**config.mk**
```make
export PLATFORM = sky130hd
export DESIGN_NAME = pixel_deframer
export DESIGN_NICKNAME = d
export VERILOG_FILES = /design/src/rtl/pixel_deframer_pkg.sv /design/src/rtl/skid_buffer.sv /design/src/rtl/pixel_deframer.sv
export SDC_FILE = /design/constraint.sdc
export NUM_CORES = 1
export LEC_CHECK = 0
export CAP_MARGIN = 20
export CORE_MARGIN = 10
export CORE_UTILIZATION = 40
export CTS_BUF_LIST = sky130_fd_sc_hd__clkbuf_16
export CTS_CLUSTER_SIZE = 24
export DETAILED_ROUTE_END_ITERATION = 8
export GPL_TIMING_DRIVEN = 0
export PLACE_DENSITY_LB_ADDON = 0.1
export SLEW_MARGIN = 10
export SYNTH_ARGS = -nofsm -noshare
export SYNTH_HDL_FRONTEND = slang
export SYNTH_SLANG_ARGS = --single-unit
```
**constraint.sdc**
```tcl
create_clock -name clk -period 8.45 [get_ports clk]
set_input_delay 1.69 -clock clk [delete_from_list [all_inputs] [get_ports clk]]
set_output_delay 1.69 -clock clk [all_outputs]
set_load 0.01 [all_outputs]
```
**src/rtl/pixel_deframer_pkg.sv**
```systemverilog
// Shared definitions for the packed video pixel word and the decoded pixel beat.
package pixel_deframer_pkg;

    localparam int unsigned RGB_MSB = 25;
    localparam int unsigned RGB_LSB = 2;
    localparam int unsigned SOP_BIT = 1;
    localparam int unsigned EOP_BIT = 0;

    // Coordinates are carried at a fixed width; the top trims them to the geometry.
    localparam int unsigned COORD_W = 16;

    typedef enum logic [1:0] {
        ErrNoSop      = 2'd0,
        ErrEarlySop   = 2'd1,
        ErrShortFrame = 2'd2,
        ErrLongFrame  = 2'd3
    } err_code_t;

    typedef struct packed {
        logic [23:0]        rgb;
        logic [COORD_W-1:0] x;
        logic [COORD_W-1:0] y;
        logic               eol;
        logic               eof;
    } pix_beat_t;

endpackage

```
**src/rtl/skid_buffer.sv**
```systemverilog
// Two-entry skid buffer with a registered ready; the head entry drives the output.
module skid_buffer #(
    parameter int unsigned WIDTH = 8
) (
    input  logic             clk,
    input  logic             rst,
    input  logic [WIDTH-1:0] in_data,
    input  logic             in_valid,
    output logic             in_ready,
    output logic [WIDTH-1:0] out_data,
    output logic             out_valid,
    input  logic             out_ready
);

    logic [WIDTH-1:0] mem_q [2];
    logic             wr_ptr_q;
    logic             rd_ptr_q;
    logic [1:0]       count_q;
    logic [1:0]       count_d;
    logic             in_ready_q;
    logic             push;
    logic             pop;

    assign in_ready  = in_ready_q;
    assign out_valid = (count_q != 2'd0);
    assign out_data  = mem_q[rd_ptr_q];
    assign push      = in_valid && in_ready_q;
    assign pop       = out_valid && out_ready;

    always_comb begin
        count_d = count_q;
        case ({push, pop})
            2'b10:   count_d = count_q + 2'd1;
            2'b01:   count_d = count_q - 2'd1;
            default: count_d = count_q;
        endcase
    end

    always_ff @(posedge clk) begin
        if (rst) begin
            for (int i = 0; i < 2; i++) begin
                mem_q[i] <= '0;
            end
            wr_ptr_q   <= 1'b0;
            rd_ptr_q   <= 1'b0;
            count_q    <= 2'd0;
            in_ready_q <= 1'b0;
        end else begin
            if (push) begin
                mem_q[wr_ptr_q] <= in_data;
                wr_ptr_q        <= ~wr_ptr_q;
            end
            if (pop) begin
                rd_ptr_q <= ~rd_ptr_q;
            end
            count_q    <= count_d;
            // Ready next cycle only if an entry is still free after this edge.
            in_ready_q <= (count_d != 2'd2);
        end
    end

endmodule

```
**src/rtl/pixel_deframer.sv**
```systemverilog
// Validates sop/eop framing against the geometry and emits RGB with x/y and eol/eof markers.
module pixel_deframer
    import pixel_deframer_pkg::*;
#(
    parameter int unsigned LINE_WIDTH   = 640,
    parameter int unsigned FRAME_HEIGHT = 480,
    parameter int unsigned DATA_WIDTH   = 26
) (
    input  logic                            clk,
    input  logic                            rst,
    input  logic [DATA_WIDTH-1:0]           in_data,
    input  logic                            in_valid,
    output logic                            in_ready,
    output logic [23:0]                     out_rgb,
    output logic [$clog2(LINE_WIDTH)-1:0]   out_x,
    output logic [$clog2(FRAME_HEIGHT)-1:0] out_y,
    output logic                            out_eol,
    output logic                            out_eof,
    output logic                            out_valid,
    input  logic                            out_ready,
    output logic                            err_valid,
    output logic [1:0]                      err_code,
    output logic [15:0]                     frame_count
);

    localparam int unsigned XW = $clog2(LINE_WIDTH);
    localparam int unsigned YW = $clog2(FRAME_HEIGHT);

    typedef enum logic {StIdle, StActive} state_e;

    state_e    state_q, state_d;
    logic [XW-1:0] x_q, x_d, px;
    logic [YW-1:0] y_q, y_d, py;
    logic      nosop_q, nosop_d;
    logic [15:0] frame_count_q, frame_count_d;
    logic      err_valid_q, err_valid_d;
    err_code_t err_code_q, err_code_d;

    logic      sop, eop, accept, early, last_x, last_y, push;
    pix_beat_t beat_in, beat_out;

    assign sop    = in_data[SOP_BIT];
    assign eop    = in_data[EOP_BIT];
    assign accept = in_valid && in_ready;
    assign early  = (state_q == StActive) && sop;
    // A sop word always starts at the origin, whatever the counters hold.
    assign px     = sop ? '0 : x_q;
    assign py     = sop ? '0 : y_q;
    assign last_x = (px == XW'(LINE_WIDTH - 1));
    assign last_y = (py == YW'(FRAME_HEIGHT - 1));

    always_comb begin
        state_d       = state_q;
        x_d           = x_q;
        y_d           = y_q;
        nosop_d       = nosop_q;
        frame_count_d = frame_count_q;
        err_valid_d   = 1'b0;
        err_code_d    = ErrNoSop;
        push          = 1'b0;
        beat_in.rgb   = in_data[RGB_MSB:RGB_LSB];
        beat_in.x     = COORD_W'(px);
        beat_in.y     = COORD_W'(py);
        beat_in.eol   = last_x;
        beat_in.eof   = 1'b0;
        if (accept) begin
            if (state_q == StIdle && !sop) begin
                err_valid_d = !nosop_q;
                nosop_d     = 1'b1;
            end else begin
                push = 1'b1;
                if (eop || (last_x && last_y)) begin
                    beat_in.eof = 1'b1;
                    state_d     = StIdle;
                    nosop_d     = 1'b0;
                    x_d         = '0;
                    y_d         = '0;
                    if (eop && last_x && last_y && !early) begin
                        frame_count_d = frame_count_q + 16'd1;
                    end
                end else begin
                    state_d = StActive;
                    if (last_x) begin
                        x_d = '0;
                        y_d = py + 1'b1;
                    end else begin
                        x_d = px + 1'b1;
                        y_d = py;
                    end
                end
                if (early) begin
                    err_valid_d = 1'b1;
                    err_code_d  = ErrEarlySop;
                end else if (eop && !(last_x && last_y)) begin
                    err_valid_d = 1'b1;
                    err_code_d  = ErrShortFrame;
                end else if (!eop && last_x && last_y) begin
                    err_valid_d = 1'b1;
                    err_code_d  = ErrLongFrame;
                end
            end
        end
    end

    always_ff @(posedge clk) begin
        if (rst) begin
            state_q       <= StIdle;
            x_q           <= '0;
            y_q           <= '0;
            nosop_q       <= 1'b0;
            frame_count_q <= '0;
            err_valid_q   <= 1'b0;
            err_code_q    <= ErrNoSop;
        end else begin
            state_q       <= state_d;
            x_q           <= x_d;
            y_q           <= y_d;
            nosop_q       <= nosop_d;
            frame_count_q <= frame_count_d;
            err_valid_q   <= err_valid_d;
            err_code_q    <= err_code_d;
        end
    end

    skid_buffer #(
        .WIDTH($bits(pix_beat_t))
    ) u_skid (
        .clk      (clk),
        .rst      (rst),
        .in_data  (beat_in),
        .in_valid (push),
        .in_ready (in_ready),
        .out_data (beat_out),
        .out_valid(out_valid),
        .out_ready(out_ready)
    );

    assign out_rgb     = beat_out.rgb;
    assign out_x       = beat_out.x[XW-1:0];
    assign out_y       = beat_out.y[YW-1:0];
    assign out_eol     = beat_out.eol;
    assign out_eof     = beat_out.eof;
    assign err_valid   = err_valid_q;
    assign err_code    = err_code_q;
    assign frame_count = frame_count_q;

    logic unused_coord_bits;
    assign unused_coord_bits = ^{beat_out.x[COORD_W-1:XW], beat_out.y[COORD_W-1:YW]};

endmodule

```
==> results.sh <==
export IMPL_fmax_mhz=182
export IMPL_multi_input_comb_area_mm2=0.00243
export IMPL_cap_viol_max_count=0
export IMPL_cts_sinks=136
export IMPL_grt_setup_unrepaired="no"
export IMPL_setup_tns_ns=0
export IMPL_nets=689
export IMPL_tightest_slew_ns=0.843
export IMPL_postCtsSetupBuffers=0
export IMPL_cts_resized_gates=0
export IMPL_clkPwrFrac_pct=40.6
export IMPL_numCtsBuffers=17
export IMPL_rr_startpoint="state_q"
export IMPL_async_reset_ff_share_pct=0
export IMPL_hpwl_um=11200
export IMPL_cp_end_kind="register"
export IMPL_fp_dieW_um=145
export IMPL_cts_clk_slew_worst_paths_ns=0.05
export IMPL_yosysWarnings=0
export IMPL_crit_path_max_fanout=27
export IMPL_cp_arrival_ns=5.60
export IMPL_synthCells=537
export IMPL_hold_viol_final=0
export IMPL_drt_iter0_drc=287
export IMPL_die_area_mm2=0.0210
export IMPL_p_int_mw=1.23
export IMPL_cts_hold_buffers_added=0
export IMPL_drive_gt1_share_pct=13.5
export IMPL_setup_viol=0
export IMPL_leakage_nw=2.94
export IMPL_combinationalPowerShare_pct=12.4
export IMPL_grt_max_degree=28
export IMPL_drc_errors=0
export IMPL_die_y_um=145
export IMPL_ys_ff_latch=136
export IMPL_worstHoldPathCells=2
export IMPL_yosysTopAreaCell="edfxtp_1"
export IMPL_vias_per_cell=5.37
export IMPL_crit_start="in_data[1]"
export IMPL_cp_start_kind="primary input"
export IMPL_synth_edf_count=90
export IMPL_fillers=1357
export IMPL_io_buffers=95
export IMPL_power_switching_mw=0.358
export IMPL_grt_pass1_wl_um=24700
export IMPL_switching_share_pct=22.6
export IMPL_hp_start="nosop_q"
export IMPL_min_path_type="register to register"
export IMPL_period_share_pct=64.9
export IMPL_regToRegSetupSlack_ns=5.28
export IMPL_io_pins=96
export IMPL_slew_headroom_pct=43.3
export IMPL_ant_nets=0
export IMPL_worstSetupPathType="primary input to register"
export IMPL_area_growth_syn_to_layout_pct=28.0
export IMPL_ys_types=51
export IMPL_clock_skew_ns=0.0107
export IMPL_p_per_area_mw_per_mm2=199
export IMPL_ctsLongestPathBuffers=2
export IMPL_maxSlewViolCount=0
export IMPL_wl_per_cell_um=18.7
export IMPL_synth_ff_type="edfxtp_1"
export IMPL_synth_area_per_cell_um2=11.6
export IMPL_yosysTopAreaCellShare_pct=43.4
export IMPL_syn_nets=573
export IMPL_clock_root_buffer="clkbuf_16"
export IMPL_holdPathEnd="nosop_q"
export IMPL_register_area_mm2=0.00362
export IMPL_stdcell_count=849
export IMPL_min_period_ns=5.48
export IMPL_rows=45
export IMPL_whs_ns=0.516
export IMPL_synth_area_mm2=0.00622
export IMPL_ir_worst_vdd_mv=0.140
export IMPL_synth_common_cells="90 x edfxtp_1, 50 x nor2_1, 46 x and3_1, 46 x dfxtp_1, 45 x mux2_2"
export IMPL_antenna_found_initial=0
export IMPL_reg2reg_depth=8
export IMPL_overflow=0
export IMPL_dr_pass1_iters=5
export IMPL_antenna_cells=0
export IMPL_yosysSeqAreaShare_pct=58.2
export IMPL_r2r_end="u_skid.mem_q[1][8]"
export IMPL_vias=4556
export IMPL_status="finished, final reports clean"
export IMPL_initial_utilization_pct=40.9
export IMPL_dp_cells=822
export IMPL_wirelength_um=15900
export IMPL_htree_levels=4
export IMPL_clock_latency_ns=0.42
export IMPL_yosysMostFrequentCell="edfxtp_1"
export IMPL_cts_tree="yes"
export IMPL_grt_total_usage_pct=15.3
export IMPL_crit_required_ns=8.56
export IMPL_gp_congestion=0.859
export IMPL_grt_pass1_vias=4514
export IMPL_seqPwrFrac_pct=46.9
export IMPL_fp_coreArea_mm2=0.0152
export IMPL_synthTopCellsByArea="edfxtp_1 43%, dfxtp_1 15%, mux2_2 8.1%"
-- power by group through the flow --
stage / Clock, mW / Combinational (mW) / Sequential (mW)
after floorplan: 0 / 0.0958 / 0.756
after global placement: 0 / 0.194 / 0.758
after detailed placement: 0 / 0.199 / 0.757
after CTS: 0.651 / 0.201 / 0.744
after global routing: 0.685 / 0.212 / 0.746
final: 0.644 / 0.197 / 0.743
-- how the worst max path moves through the flow --
| stage | end | depth (start not counted) |
|---|---|---|
| CTS | u_skid.mem_q[1][8] | 11 |
| floorplan | u_skid.mem_q[0][0] | 7 |
| global placement | u_skid.mem_q[0][8] | 8 |
| global route | u_skid.mem_q[1][8] | 11 |
| detailed placement | u_skid.mem_q[1][11] | 11 |
| finish | u_skid.mem_q[1][8] | 11 |
-- per-stage QoR --
step                utilization [%]  area, µm²  setup slack [ns]  power [mW]
floorplan                         -       6220              3.10       0.852
global placement               48.7       7410             0.675       0.952
detailed placement             49.2       7470              2.56       0.956
CTS                            52.4       7970              2.98        1.60
global route                   52.4       7970              2.68        1.64
finish                         52.4       7970              2.97        1.58
-- critical path: stages --
cell,delay (ns)
clkdlybuf4s50_1,0.51
buf_6,0.15
clkinv_1,0.24
clkbuf_1,0.37
ha_1,0.35
nand3b_1,0.20
clkbuf_1,0.28
nor2_1,0.59
nand2_1,0.28
nand2b_2,0.65
buf_16,0.24
-- kinds of logic after synthesis --
family                     Yosys count  synth area share [%]
AOI/OAI and AO/OA                   55                  5.25
xor gates and xnor gates            18                  2.53
adders and majority gates            6                  1.21
buffers and inverters               42                  2.91
DFF                                136                  58.2
muxes                               45                  8.14
and+or+nand+nor                    235                  21.7
-- area by class of cell --
class | instances | share of cell area (%)
Clock inverter | 10 | 0.895
Clock buffer | 17 | 5.34
Inverter | 8 | 0.377
Multi-Input combinational cell | 359 | 30.5
Tap cell | 188 | 2.95
Buffer | 34 | 1.90
Sequential cell | 136 | 45.5
Timing Repair Buffer | 97 | 12.5
-- registers in the layout, summed over array words and instances (netlist names), 2 cells and up, named ones only --
name,cells
frame_count,16
x_q,10
err_code,2
u_skid.mem_q,90
u_skid.count_q,2
y_q,9
-- placed cells by master, fill, tap and decap left out, drive strengths merged, types with 2 or more instances in the layout --
| cell type | synthesis | routed |
|---|---|---|
| edfxtp | 90 | 90 |
| nand3 | 17 | 17 |
| xor2 | 2 | 2 |
| nand3b | 2 | 2 |
| nor3 | 14 | 14 |
| or4 | 3 | 3 |
| nor2b | 5 | 5 |
| clkinv | 1 | 5 |
| or3 | 7 | 7 |
| o21ai | 22 | 22 |
| nand2 | 30 | 30 |
| nand2b | 4 | 4 |
| and3 | 46 | 46 |
| xnor2 | 16 | 16 |
| inv | 7 | 11 |
| nand4bb | 2 | 2 |
| nand4b | 2 | 2 |
| and2 | 27 | 27 |
| clkbuf | 26 | 43 |
| a31oi | 4 | 4 |
| a21o | 6 | 6 |
| buf | 8 | 10 |
| mux2 | 45 | 45 |
| nor2 | 50 | 50 |
| nor4 | 12 | 12 |
| clkdlybuf4s50 | 0 | 95 |
| a21oi | 14 | 14 |
| dfxtp | 46 | 46 |
| a22o | 2 | 2 |
| nand4 | 9 | 9 |
| ha | 6 | 6 |
-- routing by layer --
metal	GRT usage, %	part of all wire [%]
met1	20.2	46
met2	23.7	47
met3	4.56	6.6
met4	4.95	1.1
met5	0	0
Note: power is estimated with default switching activity, not from simulation.
